===== src/rtl/register_file_32x32_pkg.sv =====
`default_nettype none
// ============================================================================
// register_file_32x32_pkg : shared widths and word/address types for the
// register file, datapath and ALU.  Rev 1.0
// ============================================================================
package register_file_32x32_pkg;

    localparam int DATA_INDEX_LIMIT     = 31;
    localparam int REG_ADDR_INDEX_LIMIT = 4;
    localparam int NUM_OF_REG           = 32;

    typedef logic [DATA_INDEX_LIMIT:0]     word_t;
    typedef logic [REG_ADDR_INDEX_LIMIT:0] reg_addr_t;

endpackage
`default_nettype wire


===== src/rtl/register_file_32x32_if.sv =====
`default_nettype none
// ============================================================================
// register_file_32x32_if : read/write request and read-data bundle between the
// datapath (master) and the register file (slave).  Rev 1.0
// ============================================================================
interface register_file_32x32_if
    import register_file_32x32_pkg::*;
#(
    parameter int DATA_W = DATA_INDEX_LIMIT + 1,
    parameter int ADDR_W = REG_ADDR_INDEX_LIMIT + 1
);
    logic              read;
    logic              write;
    logic [ADDR_W-1:0] addr_r1;
    logic [ADDR_W-1:0] addr_r2;
    logic [ADDR_W-1:0] addr_w;
    logic [DATA_W-1:0] data_w;
    logic [DATA_W-1:0] data_r1;
    logic [DATA_W-1:0] data_r2;

    modport master (
        output read, write, addr_r1, addr_r2, addr_w, data_w,
        input  data_r1, data_r2
    );

    modport slave (
        input  read, write, addr_r1, addr_r2, addr_w, data_w,
        output data_r1, data_r2
    );
endinterface
`default_nettype wire


===== src/rtl/register_file_32x32_decoder.sv =====
`default_nettype none
// ============================================================================
// register_file_32x32_decoder : write-address one-hot decoder gated by enable.
// Rev 1.0
// ============================================================================
module register_file_32x32_decoder
    import register_file_32x32_pkg::*;
#(
    parameter int ADDR_W = REG_ADDR_INDEX_LIMIT + 1,
    parameter int DEPTH  = 2 ** ADDR_W
) (
    input  wire logic              en,
    input  wire logic [ADDR_W-1:0] addr,
    output logic      [DEPTH-1:0]  sel
);
    always_comb begin
        sel = '0;
        if (en) begin
            sel[addr] = 1'b1;
        end
    end
endmodule
`default_nettype wire


===== src/rtl/register_file_32x32_mux.sv =====
`default_nettype none
// ============================================================================
// register_file_32x32_mux : DEPTH-to-1 word select feeding a read port.
// Rev 1.0
// ============================================================================
module register_file_32x32_mux
    import register_file_32x32_pkg::*;
#(
    parameter int DATA_W = DATA_INDEX_LIMIT + 1,
    parameter int ADDR_W = REG_ADDR_INDEX_LIMIT + 1,
    parameter int DEPTH  = 2 ** ADDR_W
) (
    input  wire logic [DEPTH-1:0][DATA_W-1:0] words,
    input  wire logic [ADDR_W-1:0]            sel,
    output logic      [DATA_W-1:0]            out
);
    always_comb begin
        out = words[sel];
    end
endmodule
`default_nettype wire


===== src/rtl/register_file_32x32_reg.sv =====
`default_nettype none
// ============================================================================
// register_file_32x32_reg : async-reset, load-enable storage word.
// Rev 1.0
// ============================================================================
module register_file_32x32_reg
    import register_file_32x32_pkg::*;
#(
    parameter int WIDTH = DATA_INDEX_LIMIT + 1
) (
    input  wire logic             clk,
    input  wire logic             rst,
    input  wire logic             en,
    input  wire logic [WIDTH-1:0] d,
    output logic      [WIDTH-1:0] q
);
    always_ff @(posedge clk or posedge rst) begin
        if (rst) begin
            q <= '0;
        end else if (en) begin
            q <= d;
        end
    end
endmodule
`default_nettype wire


===== src/rtl/register_file_32x32.sv =====
`default_nettype none
// ============================================================================
// register_file_32x32 : 32x32 register file, one synchronous write port and
// two registered read ports (read-before-write, no bypass).  Rev 1.0
// ============================================================================
module register_file_32x32
    import register_file_32x32_pkg::*;
#(
    parameter int DATA_W   = DATA_INDEX_LIMIT + 1,
    parameter int ADDR_W   = REG_ADDR_INDEX_LIMIT + 1,
    parameter int ZERO_REG = 1
) (
    input  wire logic             clk,
    input  wire logic             rst,
    register_file_32x32_if.slave  bus
);
    localparam int DEPTH = 2 ** ADDR_W;

    logic [DEPTH-1:0]             w_write_sel;
    logic [DEPTH-1:0][DATA_W-1:0] w_words;
    logic [DATA_W-1:0]            w_mux_r1;
    logic [DATA_W-1:0]            w_mux_r2;
    logic [DATA_W-1:0]            r_data_r1;
    logic [DATA_W-1:0]            r_data_r2;

    register_file_32x32_decoder #(
        .ADDR_W (ADDR_W),
        .DEPTH  (DEPTH)
    ) u_write_dec (
        .en   (bus.write),
        .addr (bus.addr_w),
        .sel  (w_write_sel)
    );

    // With ZERO_REG set, entry 0 never loads, so reset keeps it at zero.
    for (genvar i = 0; i < DEPTH; i++) begin : g_entry
        logic w_load;
        assign w_load = w_write_sel[i] && !((i == 0) && (ZERO_REG != 0));

        register_file_32x32_reg #(
            .WIDTH (DATA_W)
        ) u_word (
            .clk (clk),
            .rst (rst),
            .en  (w_load),
            .d   (bus.data_w),
            .q   (w_words[i])
        );
    end

    register_file_32x32_mux #(
        .DATA_W (DATA_W),
        .ADDR_W (ADDR_W),
        .DEPTH  (DEPTH)
    ) u_mux_r1 (
        .words (w_words),
        .sel   (bus.addr_r1),
        .out   (w_mux_r1)
    );

    register_file_32x32_mux #(
        .DATA_W (DATA_W),
        .ADDR_W (ADDR_W),
        .DEPTH  (DEPTH)
    ) u_mux_r2 (
        .words (w_words),
        .sel   (bus.addr_r2),
        .out   (w_mux_r2)
    );

    // Mux sees pre-edge storage contents, giving read-before-write on a shared edge.
    always_ff @(posedge clk or posedge rst) begin
        if (rst) begin
            r_data_r1 <= '0;
            r_data_r2 <= '0;
        end else if (bus.read) begin
            r_data_r1 <= w_mux_r1;
            r_data_r2 <= w_mux_r2;
        end
    end

    assign bus.data_r1 = r_data_r1;
    assign bus.data_r2 = r_data_r2;
endmodule
`default_nettype wire

===== src/flat_wrapper.sv =====
// flat-port wrapper written by rule: the top's interface ports become plain ports
module register_file_32x32_flat import register_file_32x32_pkg::*;
#(
    parameter int DATA_W   = DATA_INDEX_LIMIT + 1,
    parameter int ADDR_W   = REG_ADDR_INDEX_LIMIT + 1,
    parameter int ZERO_REG = 1
)
  (clk, rst, bus_read, bus_write, bus_addr_r1, bus_addr_r2, bus_addr_w, bus_data_w, bus_data_r1, bus_data_r2);
  register_file_32x32_if #(.DATA_W(DATA_W), .ADDR_W(ADDR_W)) bus_i ();
  input  wire logic clk;
  input  wire logic rst;
  input wire logic [$bits(bus_i.read)-1:0] bus_read;
  input wire logic [$bits(bus_i.write)-1:0] bus_write;
  input wire logic [$bits(bus_i.addr_r1)-1:0] bus_addr_r1;
  input wire logic [$bits(bus_i.addr_r2)-1:0] bus_addr_r2;
  input wire logic [$bits(bus_i.addr_w)-1:0] bus_addr_w;
  input wire logic [$bits(bus_i.data_w)-1:0] bus_data_w;
  output wire logic [$bits(bus_i.data_r1)-1:0] bus_data_r1;
  output wire logic [$bits(bus_i.data_r2)-1:0] bus_data_r2;
  assign bus_i.read = bus_read;
  assign bus_i.write = bus_write;
  assign bus_i.addr_r1 = bus_addr_r1;
  assign bus_i.addr_r2 = bus_addr_r2;
  assign bus_i.addr_w = bus_addr_w;
  assign bus_i.data_w = bus_data_w;
  assign bus_data_r1 = bus_i.data_r1;
  assign bus_data_r2 = bus_i.data_r2;
  register_file_32x32 #(.DATA_W(DATA_W), .ADDR_W(ADDR_W), .ZERO_REG(ZERO_REG)) u_core (.clk(clk), .rst(rst), .bus(bus_i));
endmodule

===== config.mk =====
export PLATFORM = sky130hd
export DESIGN_NAME = register_file_32x32_flat
export DESIGN_NICKNAME = d
export VERILOG_FILES = /design/src/rtl/register_file_32x32_pkg.sv /design/src/rtl/register_file_32x32_if.sv /design/src/rtl/register_file_32x32_decoder.sv /design/src/rtl/register_file_32x32_mux.sv /design/src/rtl/register_file_32x32_reg.sv /design/src/rtl/register_file_32x32.sv /design/src/flat_wrapper.sv
export SDC_FILE = /design/constraint.sdc
export NUM_CORES = 2
export LEC_CHECK = 0
export ABC_AREA = 1
export CORE_ASPECT_RATIO = 0.7
export CORE_MARGIN = 1
export CORE_UTILIZATION = 50
export DETAILED_ROUTE_END_ITERATION = 10
export PLACE_DENSITY = 0.66
export SLEW_MARGIN = 20
export SYNTH_ARGS = -nofsm -noshare
export SYNTH_HDL_FRONTEND = slang
export SYNTH_HIERARCHICAL = 1
export SYNTH_SLANG_ARGS = --single-unit

===== constraint.sdc =====
create_clock -name clk -period 3 [get_ports clk]
set_input_delay 0.9 -clock clk [delete_from_list [all_inputs] [get_ports clk]]
set_output_delay 0.9 -clock clk [all_outputs]
set_load 0.05 [all_outputs]

Yosys cells after proc, flatten, opt, wreduce, memory -nomap -nowiden
Index checks and enable logic that the tools add are counted.
{ "classes": {"n_addsub": 0, "multipliers": 0, "div": 0, "magnitude_cmp": 4, "n_eq_ne": 0, "n_shift": 0, "n_mux": 7, "n_bitwise": 0, "reduce_logical": 1} }
{ "op_table": {"columns": ["op", "count"], "rows": [
  ["binary-select mux 32 bit (select 5 bit)", 2],
  ["two-way mux 32 bit", 3],
  ["< comparator 5 x 6 -> 1 bit, second input constant", 3],
  ["demux 1 bit (select 5 bit)", 1],
  ["greater-or-equal comparator 5 x 1 -> 1 bit, second input constant", 1],
  ["logical AND 1 bit", 1],
  ["two-way mux 1 bit", 1]
]} }
{ "totals": {"regBits": 1056, "latch_bits": 0, "mem_bits_rw": 0, "rom_bits": 0, "in_bits": 51, "output_inout_bits": 64, "word_cells": 45, "mem_count": 0} }

Logic depth before layout (Yosys ltp)
{ "depth": {"depth_word": 5, "depth_mapped": 14, "ltp_nobuf": 11} }

Hierarchy
Netlist, hierarchy kept.
{ "by_module_without_submodules": {"columns": ["module", "instances", "cells_each", "area_each_um2"], "rows": [
  ["register_file_32x32_reg", 32, 137, 1296.2],
  ["register_file_32x32_mux", 2, 2431, 10796.6],
  ["register_file_32x32", 1, 272, 2453.6],
  ["register_file_32x32_decoder", 1, 50, 200.2]
]} }

Worst setup path after synthesis
Ideal clock, no wire load.
{ "synth_path": {"kind": "in2reg", "from": "input bus_addr_r1[1]", "to": "register u_core.r_data_r1[22] (netlist: u_core/bus.data_r1[22])", "arrival_ns": 1.885, "required_time_ns": 2.881, "path_slack_ns": 0.996, "path_stages": 13, "n_path_buf": 3, "path_cell_list": "buf_2 -> inv_2 -> buf_2 -> buf_4 -> nand3_1 -> nand3_1 -> nand2_1 -> nand2_1 -> nand2_1 -> nand2_1 -> nand2_1 -> nand2_1 -> nand2_1"} }
{ "synth_via": {"elab_chain_len": 2} }
{ "synth_lines": {"columns": ["element", "line_no", "source"], "rows": [
  ["start: declaration", "flat_wrapper.sv:14", "input wire logic [$bits(bus_i.addr_r1)-1:0] bus_addr_r1;"],
  ["binary-select mux 32 bit (select 5 bit)", "register_file_32x32_mux.sv:18", "out = words[sel];"],
  ["two-way mux 32 bit (implied by the code)", "register_file_32x32_mux.sv:18", null],
  ["via u_core.w_mux_r1[22]", "register_file_32x32.sv:21", "logic [DATA_W-1:0] w_mux_r1;"],
  ["end signal: assignment", "register_file_32x32.sv:77", "r_data_r1 <= w_mux_r1;"],
  ["end: declaration", "register_file_32x32.sv:23", "logic [DATA_W-1:0] r_data_r1;"]
]} }
The timed path passes the listed nets, and every way through them passes these cells. The select of a mux whose other input is x is not followed.
A chain may end at the register's enable or synchronous reset.

Final worst setup path
{ "layout_path": {"from": "register u_core.r_data_r2[14] (netlist: u_core/bus.data_r2[14])", "to": "output bus_data_r2[14]"} }
{ "layout_lines": {"columns": ["element", "line_no", "source"], "rows": [
  ["start: declaration", "register_file_32x32.sv:24", "logic [DATA_W-1:0] r_data_r2;"],
  ["start signal: assignment", "register_file_32x32.sv:78", "r_data_r2 <= w_mux_r2;"],
  ["end: declaration", "flat_wrapper.sv:19", "output wire logic [$bits(bus_i.data_r2)-1:0] bus_data_r2;"]
]} }
No word-level cell between the ends.

==> results.toml <==
[sta]
worst_pin_slew_ns = 0.956
max_freq_mhz = 334
fin_crit_sh = 0.998
finalHoldViolations = 0
fin_crit_ns = 2.99
rsz0062_at_grt = "false"
final_max_slew_viol_count = 0
setup-violations-final = 0
finalClockSkew_ns = 0.0278
relSlewSlack = 0.361
setup_tns_ns = 0

[power_and_ir_drop]
p_per_area_nw_per_um2 = 626
irDropWorstVdd_uv = 542
power.switching_w = 0.0158
total_power_w = 0.0450
p_sw_frac = 0.351
combPwrFrac = 0.227
clkPwrFrac = 0.332
intPower_w = 0.0292
p_seq_frac = 0.442
leakage_nw = 37.9

[worst_setup_path]
endpoint = "bus_data_r2[14]"
reg2reg_slack_ns = 1.15
path_max_fanout = 2
cp-start-kind = "flip-flop"
reg2reg_depth = 10
critPathKind = "reg -> out"
crit_start = "u_core/bus.data_r2[14]"
crit_cells = 1
r2r_end = "u_core/bus.data_r1[23]"
crit_required_ns = 2.10
crit_path_end_kind = "output pin"
worstPathBufferInverterCount = 1
worst_ep_arrival_time_ns = 2.09
max_stage_delay_ns = 0.86
r2r-start = "u_core/g_entry[12].u_word/q[23]"
crit_chain = "clkdlybuf4s50_1"
slowest_stage = "clkdlybuf4s50_1"
path_delay_family = "buffers and inverters"

[route]
drcViolationCount = 1
vias = 68100
firstDrtPassIters = 11
drtIter0Drc = 12000
drt-wirelength-per-cell_um = 25.3
via_per_inst = 5.98
wirelength_um = 288000
final_antenna_net_count = 0

[floorplanning]
dieArea_um2 = 133000
io_pins = 115
floorplan.initialDensity = 0.507
die_w_um = 435
core_um2 = 130000
fp-row-count = 110
die_y_um = 305

[clock_network]
numCtsBuffers = 111
clkTransAtPathRegs_ns = 0.07
htree_levels = 3
cts_tree = "done"
clockBufferDepth = 3
clock-root-buffer = "clkbuf_16"
clock_latency_ns = 0.77
cts_hold_buf = 0
clock-sinks = 1088

[cells_and_area]
mostFrequentLayoutCells = "nand2_1, nand3_1, dfrtp_1"
drive_gt1_frac = 0.109
area_delta_synth_final_pct = 9.46
nets = 9604
final_common_cell = "nand2_1"
n_fill_cell = 12500

[grt]
grt_max_degree = 79
grt_pass1_vias = 61900
grt_pass1_wl_um = 418000
globalRoute.totalOverflow = 0
grtUsageTotal = 0.423
antenna_found_initial = 6

[flow_run]
maxCapViolCount = 0

[min_path]
min_path_type = "reg -> reg"

[placement]
place_congestion = 1.02
dp_hpwl_um = 185000
io_buffers = 114

[synth]
yosys_warnings = 6
syn-instance-count = 9567
synthesis.area_um2 = 65700
synth_nets = 9618
avgSynthCellArea_um2 = 6.87

[outcome]
violations = "design-rule violations"
status = "complete, but fails checks"
## worst register-to-register path, delay by kind of cell, from the launching register on
kind	cells	cell delay, ns
flip-flops	1	0.39
AND/OR/NAND/NOR	10	1.41
## registers in the layout, indices dropped and copies added, names as in the netlist
| name | count |
|---|---|
| u_core/g_entry.u_word/q | 1024 |
| u_core/bus.data_r2 | 32 |
| u_core/bus.data_r1 | 32 |
## cell type report
class	instances	area [µm²]	area share
sequential	1088	27200	0.378
tap	1736	2170	0.0302
inverter	81	623	0.00866
antenna	2	5.00	0.0000696
clock buffer	165	3320	0.0461
clock inverter	41	487	0.00677
timing repair buffer	546	6140	0.0854
multi-input combinational	7725	32000	0.444
## stage by stage
| stage | area, µm² | setup slack [ns] | hold slack [ns] | util | cells |
|---|---|---|---|---|---|
| 6_report | 71900 | 0.00660 | 0.469 | 0.555 | 11400 |
| 5_1_grt | 71900 | 0.00858 | 0.513 | 0.555 | 11400 |
| 3_5_place_dp | 68200 | -0.253 | 0.458 | 0.526 | 11200 |
| 3_3_place_gp | 68200 | -0.229 | 0.461 | 0.526 | 11200 |
| 4_1_cts | 71900 | 0.00312 | 0.472 | 0.555 | 11400 |
| 2_1_floorplan | 65700 | 0.502 | 0.463 | - | 9567 |
## how the worst min path moves through the flow
| stage | start | to | slack (ns) | cells past startpoint |
|---|---|---|---|---|
| floorplan | u_core/g_entry[1].u_word/q[30] | u_core/g_entry[1].u_word/q[30] | 0.46 | 2 |
| global placement | u_core/bus.data_r1[6] | u_core/bus.data_r1[6] | 0.46 | 2 |
| CTS | u_core/bus.data_r1[30] | u_core/bus.data_r1[30] | 0.47 | 2 |
| finish | u_core/bus.data_r1[30] | u_core/bus.data_r1[30] | 0.47 | 2 |
| global route | u_core/g_entry[9].u_word/q[16] | u_core/g_entry[9].u_word/q[16] | 0.51 | 2 |
| detailed placement | u_core/bus.data_r1[30] | u_core/bus.data_r1[30] | 0.46 | 2 |
## power by group through the flow
stage,clock network [W],registers [W],logic [W]
4_1_cts,0.0150,0.0197,0.00986
3_3_place_gp,0,0.0199,0.00962
3_5_place_dp,0,0.0199,0.00989
5_1_grt,0.0155,0.0201,0.0111
6_report,0.0149,0.0199,0.0102
2_1_floorplan,0,0.0196,0.00623
## layer usage
layer,up-vias,global-route usage,part of all wire
li1,29800,-,-
met1,31700,0.561,0.37
met2,5587,0.574,0.39
met3,1002,0.168,0.16
met4,8,0.264,0.074
met5,-,0,0.00019
## timing repair
item,CTS,global route
setup endpoints to repair,30,6
buffers inserted,0,0
resized for setup,30,6
No activity file was read; power rests on OpenSTA's default activity.
